**config.mk**
```make
export PLATFORM = sky130hd
export DESIGN_NAME = pipe_ctrl_unit
export DESIGN_NICKNAME = d
export VERILOG_FILES = /design/src/rtl/pipe_ctrl_unit.sv
export SDC_FILE = /design/constraint.sdc
export NUM_CORES = 1
export LEC_CHECK = 0
export CAP_MARGIN = 10
export CORE_MARGIN = 8
export CORE_UTILIZATION = 50
export CTS_CLUSTER_SIZE = 25
export DETAILED_ROUTE_END_ITERATION = 8
export HOLD_SLACK_MARGIN = 0.06
export PLACE_DENSITY_LB_ADDON = 0.25
export SKIP_CTS_REPAIR_TIMING = 1
export SLEW_MARGIN = 10
export SYNTH_ARGS = -nofsm -noshare
export SYNTH_HDL_FRONTEND = slang
export SYNTH_SLANG_ARGS = --single-unit
```
**constraint.sdc**
```tcl
create_clock -name clk -period 9.9 [get_ports clk]
set_input_delay 1.98 -clock clk [delete_from_list [all_inputs] [get_ports clk]]
set_output_delay 1.98 -clock clk [all_outputs]
set_load 0.01 [all_outputs]
```
**src/rtl/pipe_ctrl_unit.sv**
```systemverilog
// pipe_ctrl_unit: D-stage decode, E/M/W control pipeline, Tuse/Tnew hazard stall and mult/div busy tracking
module pipe_ctrl_unit #(
  parameter int MULT_CYCLES = 5,
  parameter int DIV_CYCLES  = 10,
  parameter int CNT_W       = 4
) (
  input  logic        clk,
  input  logic        reset,
  input  logic [31:0] instr_D,
  output logic        stall,
  output logic        ext_sel_D,
  output logic [1:0]  cmp_op_D,
  output logic [1:0]  npc_sel_D,
  output logic [3:0]  alu_op_E,
  output logic        alu_src_E,
  output logic [2:0]  md_op_E,
  output logic        md_start_E,
  output logic        md_busy,
  output logic        dm_we_M,
  output logic        dm_re_M,
  output logic        rf_we_W,
  output logic [4:0]  rf_a3_W,
  output logic [1:0]  rf_wd_sel_W
);
  typedef struct packed {
    logic [3:0] alu_op;
    logic       alu_src;
    logic [2:0] md_op;
    logic       dm_we;
    logic       dm_re;
    logic       rf_we;
    logic [4:0] a3;
    logic [1:0] wd_sel;
    logic [1:0] tnew;
  } e_t;
  typedef struct packed {
    logic       dm_we;
    logic       dm_re;
    logic       rf_we;
    logic [4:0] a3;
    logic [1:0] wd_sel;
    logic [1:0] tnew;
  } m_t;
  typedef struct packed {
    logic       rf_we;
    logic [4:0] a3;
    logic [1:0] wd_sel;
  } w_t;
  logic [5:0] op, fn;
  logic [4:0] rs, rt, rd;
  logic [1:0] tuse_rs, tuse_rt;
  logic       md_d, hz_rs, hz_rt, unused_shamt;
  e_t         dec, e_d, e_q;
  m_t         m_d, m_q;
  w_t         w_d, w_q;
  logic [CNT_W-1:0] cnt_d, cnt_q;
  assign op = instr_D[31:26];
  assign rs = instr_D[25:21];
  assign rt = instr_D[20:16];
  assign rd = instr_D[15:11];
  assign fn = instr_D[5:0];
  assign unused_shamt = ^instr_D[10:6];
  // decode the D instruction into its E control word, D-stage selects and operand Tuse (3 = not read)
  always_comb begin
    dec       = '0;
    md_d      = 1'b0;
    tuse_rs   = 2'd3;
    tuse_rt   = 2'd3;
    ext_sel_D = 1'b0;
    cmp_op_D  = 2'd0;
    npc_sel_D = 2'd0;
    case (op)
      6'h00: case (fn)
        6'h20, 6'h21: begin dec.alu_op = 4'd0; dec.a3 = rd; dec.tnew = 2'd1; tuse_rs = 2'd1; tuse_rt = 2'd1; end
        6'h22, 6'h23: begin dec.alu_op = 4'd1; dec.a3 = rd; dec.tnew = 2'd1; tuse_rs = 2'd1; tuse_rt = 2'd1; end
        6'h24:        begin dec.alu_op = 4'd2; dec.a3 = rd; dec.tnew = 2'd1; tuse_rs = 2'd1; tuse_rt = 2'd1; end
        6'h25:        begin dec.alu_op = 4'd3; dec.a3 = rd; dec.tnew = 2'd1; tuse_rs = 2'd1; tuse_rt = 2'd1; end
        6'h2a:        begin dec.alu_op = 4'd5; dec.a3 = rd; dec.tnew = 2'd1; tuse_rs = 2'd1; tuse_rt = 2'd1; end
        6'h2b:        begin dec.alu_op = 4'd6; dec.a3 = rd; dec.tnew = 2'd1; tuse_rs = 2'd1; tuse_rt = 2'd1; end
        6'h08:        begin npc_sel_D = 2'd3; tuse_rs = 2'd0; end
        6'h10, 6'h12: begin dec.a3 = rd; dec.tnew = 2'd1; dec.wd_sel = 2'd3; md_d = 1'b1; end
        6'h11, 6'h13: begin dec.md_op = fn[1] ? 3'd6 : 3'd5; tuse_rs = 2'd1; md_d = 1'b1; end
        6'h18, 6'h19, 6'h1a, 6'h1b: begin
          dec.md_op = 3'({1'b0, fn[1:0]}) + 3'd1;
          tuse_rs   = 2'd1;
          tuse_rt   = 2'd1;
          md_d      = 1'b1;
        end
        default: ;
      endcase
      6'h0d: begin dec.alu_op = 4'd3; dec.alu_src = 1'b1; dec.a3 = rt; dec.tnew = 2'd1; tuse_rs = 2'd1; ext_sel_D = 1'b1; end
      6'h0f: begin dec.alu_op = 4'd4; dec.alu_src = 1'b1; dec.a3 = rt; dec.tnew = 2'd1; end
      6'h23: begin dec.alu_src = 1'b1; dec.dm_re = 1'b1; dec.a3 = rt; dec.tnew = 2'd2; dec.wd_sel = 2'd1; tuse_rs = 2'd1; end
      6'h2b: begin dec.alu_src = 1'b1; dec.dm_we = 1'b1; tuse_rs = 2'd1; tuse_rt = 2'd2; end
      6'h04, 6'h05: begin cmp_op_D = op[0] ? 2'd2 : 2'd1; npc_sel_D = 2'd1; tuse_rs = 2'd0; tuse_rt = 2'd0; end
      6'h03: begin npc_sel_D = 2'd2; dec.a3 = 5'd31; dec.wd_sel = 2'd2; end
      default: ;
    endcase
    dec.rf_we = |dec.a3;
  end
  assign hz_rs = rs != 5'd0 && ((rs == e_q.a3 && e_q.tnew > tuse_rs) || (rs == m_q.a3 && m_q.tnew > tuse_rs));
  assign hz_rt = rt != 5'd0 && ((rt == e_q.a3 && e_q.tnew > tuse_rt) || (rt == m_q.a3 && m_q.tnew > tuse_rt));
  assign stall = hz_rs || hz_rt || (md_d && (md_busy || md_start_E));
  // next-state of the control pipeline: bubble into E on stall, tnew ages one step per stage
  always_comb begin
    e_d = stall ? '0 : dec;
    m_d = '{dm_we: e_q.dm_we, dm_re: e_q.dm_re, rf_we: e_q.rf_we, a3: e_q.a3,
            wd_sel: e_q.wd_sel, tnew: e_q.tnew - {1'b0, |e_q.tnew}};
    w_d = '{rf_we: m_q.rf_we, a3: m_q.a3, wd_sel: m_q.wd_sel};
    cnt_d = md_start_E ? ((md_op_E <= 3'd2) ? CNT_W'(MULT_CYCLES) : CNT_W'(DIV_CYCLES))
                       : cnt_q - CNT_W'(md_busy);
  end
  // pipeline registers and busy counter; reset clears everything to the nop word
  always_ff @(posedge clk or negedge reset) begin
    if (!reset) begin
      e_q   <= '0;
      m_q   <= '0;
      w_q   <= '0;
      cnt_q <= '0;
    end else begin
      e_q   <= e_d;
      m_q   <= m_d;
      w_q   <= w_d;
      cnt_q <= cnt_d;
    end
  end
  assign alu_op_E    = e_q.alu_op;
  assign alu_src_E   = e_q.alu_src;
  assign md_op_E     = e_q.md_op;
  assign md_start_E  = e_q.md_op != 3'd0 && e_q.md_op <= 3'd4;
  assign md_busy     = |cnt_q;
  assign dm_we_M     = m_q.dm_we;
  assign dm_re_M     = m_q.dm_re;
  assign rf_we_W     = w_q.rf_we && |w_q.a3;
  assign rf_a3_W     = w_q.a3;
  assign rf_wd_sel_W = w_q.wd_sel;
endmodule
```
# Yosys cells after proc, flatten, opt, wreduce, memory -nomap -nowiden
# Cells that the tools add are included.
[classes]
add_sub_neg = 3
magnitude_cmp = 6
eq_ne = 28
mux = 28
n_reduce_logical = 35
[op_table]
columns = ["operator", "n"]
rows = [
  ["$eq 6x6->1 const B", 10],
  ["$eq 6x5->1 const B", 8],
  ["$pmux 2 s3", 5],
  ["$eq 5x5->1", 4],
  ["$mux 20", 1],
  ["$eq 6x4->1 const B", 3],
  ["$pmux 3 s5", 1],
  ["$pmux 5 s3", 1],
  ["$reduce_or 14->1", 1],
  ["$eq 6x3->1 const B", 2],
  ["$mux 2", 6],
  ["$pmux 4 s3", 1],
  ["$reduce_or 12->1", 1],
  ["$reduce_or 2->1", 6],
  ["$reduce_or 4->1", 3],
  ["$reduce_bool 5->1", 2],
  ["$reduce_or 10->1", 1],
  ["$reduce_or 5->1", 2],
  ["$logic_and 1x1->1", 9],
  ["$gt 2x2->1", 4],
  ["$mux 4", 2],
  ["$reduce_or 8->1", 1],
  ["$mux 1", 7],
  ["$eq 6x2->1 const B", 1],
  ["other kinds (13)", 18],
]
[totals]
regBits = 44
inputBits = 34
out_inout_bits = 26
elab_cells = 119

# Depth between registers and ports, before layout
# Gate-level depths: netlist of run 1.
[depth]
word_depth = 11
ltp_mapped = 14
depth_no_buf = 13

# Least setup slack after synthesis of run 1
# Ideal clock, no wire load.
[synth_path]
kind = "input-to-output"
startpoint = "input instr_D[29]"
endpoint = "output stall"
t_arrival_ns = 4.740
required_time_ns = 7.920
path_slack_ns = 3.180
stages = 13
n_path_buf = 3
path_cell_list = "buf_2 > or4_4 > or3_1 > buf_6 > nor2_1 > a221oi_1 > ha_1 > nand2_1 > nand4_1 > nor4_1 > o22a_1 > clkbuf_1 > or3_1"
[synth_between]
elab_chain_cells = 9
elab_cells_between_ends = 26
cone_classes = "order compare: 4; eq/ne: 5; mux: 3; reduce/logical: 14"
[synth_rtl]
columns = ["element", "line", "text"]
rows = [
  ["from (decl)", "9", "input logic [31:0] instr_D,"],
  ["$eq 6x6->1, or another cell as far along", "72", "case (op)"],
  ["$reduce_or 3->1 (no line) / $reduce_or 2->1 (equally long branches)", "--", ""],
  ["$pmux 2 s3", "72", ""],
  ["$gt 2x2->1 (on tied branches)", "101, 102", ""],
  ["$logic_and 1x1->1 (on tied branches)", "101, 102", ""],
  ["$logic_or 1x1->1 (on tied branches)", "101, 102", ""],
  ["$logic_and 1x1->1 (on tied branches)", "101, 102", ""],
  ["$logic_or 1x1->1", "103", "assign stall = hz_rs || hz_rt || (md_d && (md_busy || md_start_E));"],
  ["$logic_or 1x1->1 (*)", "103", ""],
  ["to (decl)", "10", "output logic stall,"],
]
# Every way passes the cells marked *; elsewhere a longest branch is shown, timed or not.

# Final worst setup path of run 1
[layout_path]
startpoint = "input instr_D[1]"
endpoint = "output stall"
[layout_between]
elab_chain_cells = 10
elab_cells_between_ends = 41
cone_classes = "order compare: 4; eq/ne: 17; mux: 6; reduce/logical: 14"
[layout_rtl]
columns = ["element", "line", "text"]
rows = [
  ["$eq 6x6->1 / $eq 6x5->1 (equally long branches)", "73", "6'h00: case (fn)"],
  ["$reduce_or 14->1 (no line) / $reduce_or 12->1 (equally long branches)", "--", ""],
  ["$pmux 2 s2 / $mux 2 (equally long branches)", "73", ""],
  ["$pmux 2 s3", "72", ""],
  ["$gt 2x2->1 (on tied branches)", "101, 102", ""],
  ["$logic_and 1x1->1 (on tied branches)", "101, 102", ""],
  ["$logic_or 1x1->1 (on tied branches)", "101, 102", ""],
  ["$logic_and 1x1->1 (on tied branches)", "101, 102", ""],
  ["$logic_or 1x1->1", "103", ""],
  ["$logic_or 1x1->1 (*)", "103", ""],
]
# Marks and branches as above.

==> results of run 1 <==
## power by group
group	total [mW]	internal [mW]	switching [mW]
Clock	0.128	0.0739	0.0537
Combinational	0.0776	0.0382	0.0394
Sequential	0.195	0.188	0.00687
## placed cells by master, fill, tap and decap left out, types with 3 or more instances in the layout
cell,synthesis,layout
a21o_1,3,3
a21oi_1,12,12
a221oi_1,5,5
buf_4,16,4
clkbuf_8,0,5
clkdlybuf4s50_1,0,52
dfrtp_1,43,43
ha_1,14,14
inv_1,13,13
nand2_1,16,16
nand2b_1,4,4
nand4_1,3,3
nor2_1,19,19
nor2b_1,4,4
nor4_1,20,20
nor4_2,5,5
nor4b_1,4,4
o21a_1,3,3
o21ai_0,9,9
o21bai_1,4,4
or4_1,3,3
xnor2_1,15,15
xor2_1,8,8
## cell usage after synthesis (2+ instances only)
cell type,n
a2111oi_0,2
a21o_1,3
a21oi_1,12
a221oi_1,5
buf_4,16
buf_6,2
clkbuf_1,7
dfrtp_1,43
ha_1,14
inv_1,13
nand2_1,16
nand2b_1,4
nand3_1,2
nand3b_1,2
nand4_1,3
nor2_1,19
nor2b_1,4
nor4_1,20
nor4_2,5
nor4b_1,4
o21a_1,3
o21ai_0,9
o21bai_1,4
o22a_1,2
or3_1,2
or4_1,3
xnor2_1,15
xor2_1,8
## worst max-delay path, cell delays in order
cell,delay [ps]
clkdlybuf4s50_1,520
ha_1,350
nor4_1,120
nor4_1,510
nor2b_1,140
a221oi_1,500
ha_1,340
nand2_1,60
nand4_1,100
nor4_1,300
o22a_1,200
buf_4,260
or3_1,150
clkdlybuf4s50_1,530
## metrics by stage
step           hold slack, ps  std cells  setup slack (ps)
2_1_floorplan             331        261              3180
3_3_place_gp              333        362              1890
3_5_place_dp              337        362              1890
4_1_cts                   353        369              1880
5_1_grt                   360        369              1580
6_report                  349        369              1850
## kinds of logic (layout without fill, tap and decap cells)
logic type      count (synthesis)  after routing  share of synthesized area (%)
simple gates                   94             94                           22.2
compound gates                 47             47                           13.6
flops                          43             43                           41.2
buf+inv                        39             77                           8.52
xor+xnor                       23             23                           7.71
fa+ha+maj                      14             14                           6.70
other cells                     1              1                          0.143
## state kept, by name, summed over array words and instances (netlist names)
register	count
e_q	12
dm_we_M	1
dm_re_M	1
w_q	1
alu_src_E	1
md_op_E	3
rf_a3_W	5
alu_op_E	3
cnt_q	4
m_q	10
rf_wd_sel_W	2
## layout make-up
cell class,instances,area [sq um],area share (%)
clock buffers,6,72.6,2.28
well taps,70,87.6,2.75
inverters,13,48.8,1.53
flip-flops and latches,43,1080,33.8
clock inverters,1,30.0,0.943
repair buffers,57,556,17.4
multi-input cells,179,1320,41.3
## worst min path at each step
stage	cells past startpoint	endpoint	start
2_1_floorplan	0	dm_re_M	e_q[10]
3_3_place_gp	0	dm_re_M	e_q[10]
3_5_place_dp	0	m_q[9]	e_q[9]
4_1_cts	0	m_q[9]	e_q[9]
5_1_grt	0	rf_wd_sel_W[0]	m_q[2]
6_report	0	m_q[3]	e_q[3]
## routing by layer
layer  global-route usage [%]  part of all wire, %
met1                     18.7                   45
met2                     24.8                   47
met3                     3.44                  6.0
met4                     5.53                  1.5
met5                        0                    0
==> key figures, run 1 <==
Timing
  – Final Hold Fails: 0
  – Slew Limit Headroom: between 30% and 40%
  – Tightest Pin Transition: 910 ps
  – Fin Setup TNS: 0 ps
  – Fin crit period: between 8000 and 9000 ps
  – Fmax: approximately 120 MHz
  – RSZ-0062 raised after global routing: false
  – Final setup viols: 0
  – Period utilization: between 80% and 90%
  – Skew final: between 5 and 6 ps
  – Fin. max-slew vios: 0

CTS
  – Clock-pin transition on the worst setup and hold timing paths: roughly 70 ps
  – Clk sink count: 43
  – Skew-Pair Late Insertion Delay: slightly below 300 ps
  – Root Buffer: clkbuf_8
  – CTS HTree Levels: 2
  – Num CTS Buffers: 5
  – Deepest clock path buffer count: 2
  – CTS tree: built

Cells and area
  – Share of layout cells above drive strength 1: between 7 and 8%
  – Finished Core Util: between 60% and 70%
  – Design area: between 3000 and 4000 sq um
  – Fillers: 455
  – Area Overhead vs Synth: 21.9%
  – Antenna diodes: 0
  – Final Net Count: approximately 350

Critical path
  – Critical Setup Path Class: input port to primary output
  – Critical path endpoint category: primary output
  – Reg2reg end: e_q[10]
  – R2R Setup Slk: 7910 ps
  – CP endpoint: stall
  – CP Data Arrival Time: about 6000 ps
  – Register-to-Register Path Depth: 7
  – Critical path origin: instr_D[1]
  – CP max FO: 20
  – Req. time, crit path: a little under 8000 ps
  – CP Launch Type: input port
  – Reg-to-Reg Start: m_q[1]

Detailed routing
  – Vias after detailed routing: 1,993
  – Detail Route Antenna Nets: 0
  – Vias per cell: between 5 and 6
  – Drt initial violations: slightly below 60
  – Remaining DRCs: 0
  – DR WL/cell: 14.5 um
  – Drt pass-1 iters: 4
  – Routed WL: between 5000 and 6000 um

Yosys
  – Seq cells post-synth: 43
  – Post-synth top flop: dfrtp_1
  – YS warnings: 0
  – Synth Area per Inst: about 10 sq um
  – Ys async rst share: 100%
  – Distinct cells, synth: between 40 and 50
  – Post-synth top area share: around two fifths
  – Register area share after synthesis: roughly 40%
  – Mapped Nets: around 310
  – Post-synth EDFFs: 0
  – Syn Inst Count: ~260
  – Top cells by area, synth: dfrtp_1, ha_1, xnor2_1
  – Leading area contributor after synthesis: dfrtp_1
  – Mapped Area: approximately 2600 sq um

Outcome
  – Status: complete, no violations

Floorplan
  – Core Region: between 5000 and 6000 sq um
  – Starting Density: 51.5%
  – Num rows: 26
  – Die height: roughly 90 um
  – Die Wd: 88.3 um
  – IO Count: 60
  – Die area: 7800 sq um

Global route
  – Initial antenna violation count: 0
  – Vias in the first global route: approximately 2,100
  – Remaining Overflow, GRT: 0
  – Largest net degree at the start of global routing: 44
  – GRT Total Usage: between 15 and 20%
  – Global-route wire length before repair: slightly above 9000 um

Power
  – Pwr/cell area: between 100 and 150 nW/um^2
  – Total power: about 0.4 mW
  – Static leakage: 1.39 nW
  – Worst VDD drop: about 0.000064 V

Placed design
  – Gpl congestion: ~0.9
  – Post-DP Area: just over 3000 sq um
  – DP HPWL: around 4300 um
  – Port Buffers: 53

Run
  – Max-cap viol count: 0

Hold path
  – Hold Crit Class: flip-flop to flip-flop
Power figures use the tool's default switching activity.
==> run 2: changes to the inputs <==
- clock period: 9.9 -> 7.7 ns (I/O delays scaled with it)
==> key figures, run 2 (synthesis results as in run 1) <==
Cells and area
  – Commonest non-fill, non-tap cell in the layout: clkdlybuf4s50_1
  – Share of layout cells above drive strength 1: under 10%
  – Antenna diodes: 0
  – Final Net Count: roughly 350
  – Largest reg by FF count: e_q
  – Most frequent cells in the layout: clkdlybuf4s50_1, dfrtp_1, nor4_1
  – Multi-input logic area: 1320 sq um
  – Area Overhead vs Synth: 21.3%
  – Register Area: 1080 sq um
  – Post-Layout Cell Count: between 300 and 400
  – Finished Core Util: a little over three fifths
  – Max reg flops: 12
  – Fillers: around 460

Critical path
  – CP Data Arrival Time: ~5500 ps
  – Critical path endpoint category: primary output
  – CP Launch Type: input port
  – Critical Setup Path Class: input port to primary output
  – CP max FO: 20
  – Req. time, crit path: 6160 ps
  – Register-to-Register Path Depth: 7
  – Reg-to-Reg Start: m_q[1]
  – R2R Setup Slk: approximately 5700 ps
  – Critical path origin: instr_D[1]
  – CP endpoint: stall
  – Reg2reg end: alu_op_E[1]

Placed design
  – DP HPWL: about 4300 um
  – Post-Place Worst Slack: approximately 760 ps
  – Port Buffers: 53
  – Gpl congestion: roughly 0.87
  – Placed Cells: 363

Detailed routing
  – Drt pass-1 iters: 4
  – Wire length on met3: between 200 and 300 um
  – Detail Route Antenna Nets: 0
  – DR WL/cell: around 15 um
  – Vias after detailed routing: 1,997
  – Routed wl met2: roughly 2600 um
  – Drt initial violations: 93
  – Remaining DRCs: 0
  – Vias per cell: between 5 and 6
  – Metal1 wirelength: roughly 2400 um
  – Top sig layer: met4
  – Routed WL: between 5000 and 6000 um

Power
  – Static leakage: between 1 and 1.5 nW
  – Pwr/cell area: between 150 and 200 nW/um^2
  – Worst VDD drop: roughly 0.000063 V

Floorplan
  – Die area: ~8000 sq um
  – Starting Density: 51.5%
  – Die Wd: 88.3 um
  – Core Region: between 5000 and 6000 sq um
  – IO Count: 60
  – Num rows: 26
  – Die height: a little under 90 um

Global route
  – Global-route wire length before repair: 9110 um
  – Largest net degree at the start of global routing: between 40 and 50
  – GRT Total Usage: between 10% and 20%
  – Vias in the first global route: about 2,000
  – Initial antenna violation count: 0
  – Remaining Overflow, GRT: 0

Timing
  – Fmax: between 100 and 150 MHz
  – Hold WS: about 350 ps
  – RSZ-0062 raised after global routing: false
  – Final setup viols: 0
  – Slew Limit Headroom: approximately 40%
  – Fin. max-slew vios: 0
  – Fin Setup TNS: 0 ps
  – Fin crit period: 7000 ps
  – Setup ws final: about 700 ps
  – Period utilization: about nine tenths
  – Final Hold Fails: 0
  – Skew final: 9.61 ps
  – Tightest Pin Transition: between 900 and 1000 ps

CTS
  – Num CTS Buffers: 5
  – Clk sink count: 43
  – CTS HTree Levels: 2
  – Clock-pin transition on the worst setup and hold timing paths: ~70 ps
  – CTS tree: built
  – Root Buffer: clkbuf_8
  – Skew-Pair Late Insertion Delay: approximately 290 ps
  – Deepest clock path buffer count: 2

Hold path
  – Hold Crit Class: flip-flop to flip-flop
  – Hold Crit Depth: 0

Run
  – Max-cap viol count: 0

Outcome
  – Status: complete, no violations
## run 2: stage by stage
step / power, mW / cell area (sq um)
5_1_grt: 0.511 / 3170
2_1_floorplan: 0.315 / 2610
6_report: 0.483 / 3170
3_3_place_gp: 0.351 / 3090
3_5_place_dp: 0.354 / 3090
4_1_cts: 0.489 / 3170
## run 2: power breakdown
part           total, mW  internal, mW  leakage, nW  switching, mW
Combinational     0.0999        0.0493        0.760         0.0506
Clock              0.132        0.0635       0.0422         0.0683
Sequential         0.251         0.242        0.587        0.00931
## run 2: per-layer routing
metal / global-route usage, % / vias to the layer above
met5: 0 / -
li1: - / 996
met1: 17.5 / 948
met2: 25.2 / 45
met4: 7.37 / 0
met3: 2.97 / 8
## run 2: critical path, cell delays in order
cell             delay (ps)
clkdlybuf4s50_1         520
ha_1                    350
nor4_1                  110
nor4_1                  570
nor2b_1                 140
nor2_1                  120
o21a_1                  180
ha_1                    250
nor2b_1                 130
o21ai_0                 140
a2111oi_0                80
o22a_1                  220
buf_4                   210
or3_1                   390
clkdlybuf4s50_1         490
## run 2: final cells by class
cell class	instances	share of cell area, %
well taps	70	2.76
clock inverters	1	0.158
repair buffers	58	17.8
inverters	13	1.54
clock buffers	7	2.41
flip-flops and latches	43	33.9
multi-input cells	179	41.5
## run 2: worst min-delay path by stage
stage	start	endpoint	slack (ps)
floorplan	e_q[10]	dm_re_M	330
detailed placement	m_q[2]	rf_wd_sel_W[0]	340
global route	m_q[2]	rf_wd_sel_W[0]	360
global placement	e_q[10]	dm_re_M	330
finish	m_q[2]	rf_wd_sel_W[0]	350
CTS	m_q[2]	rf_wd_sel_W[0]	350
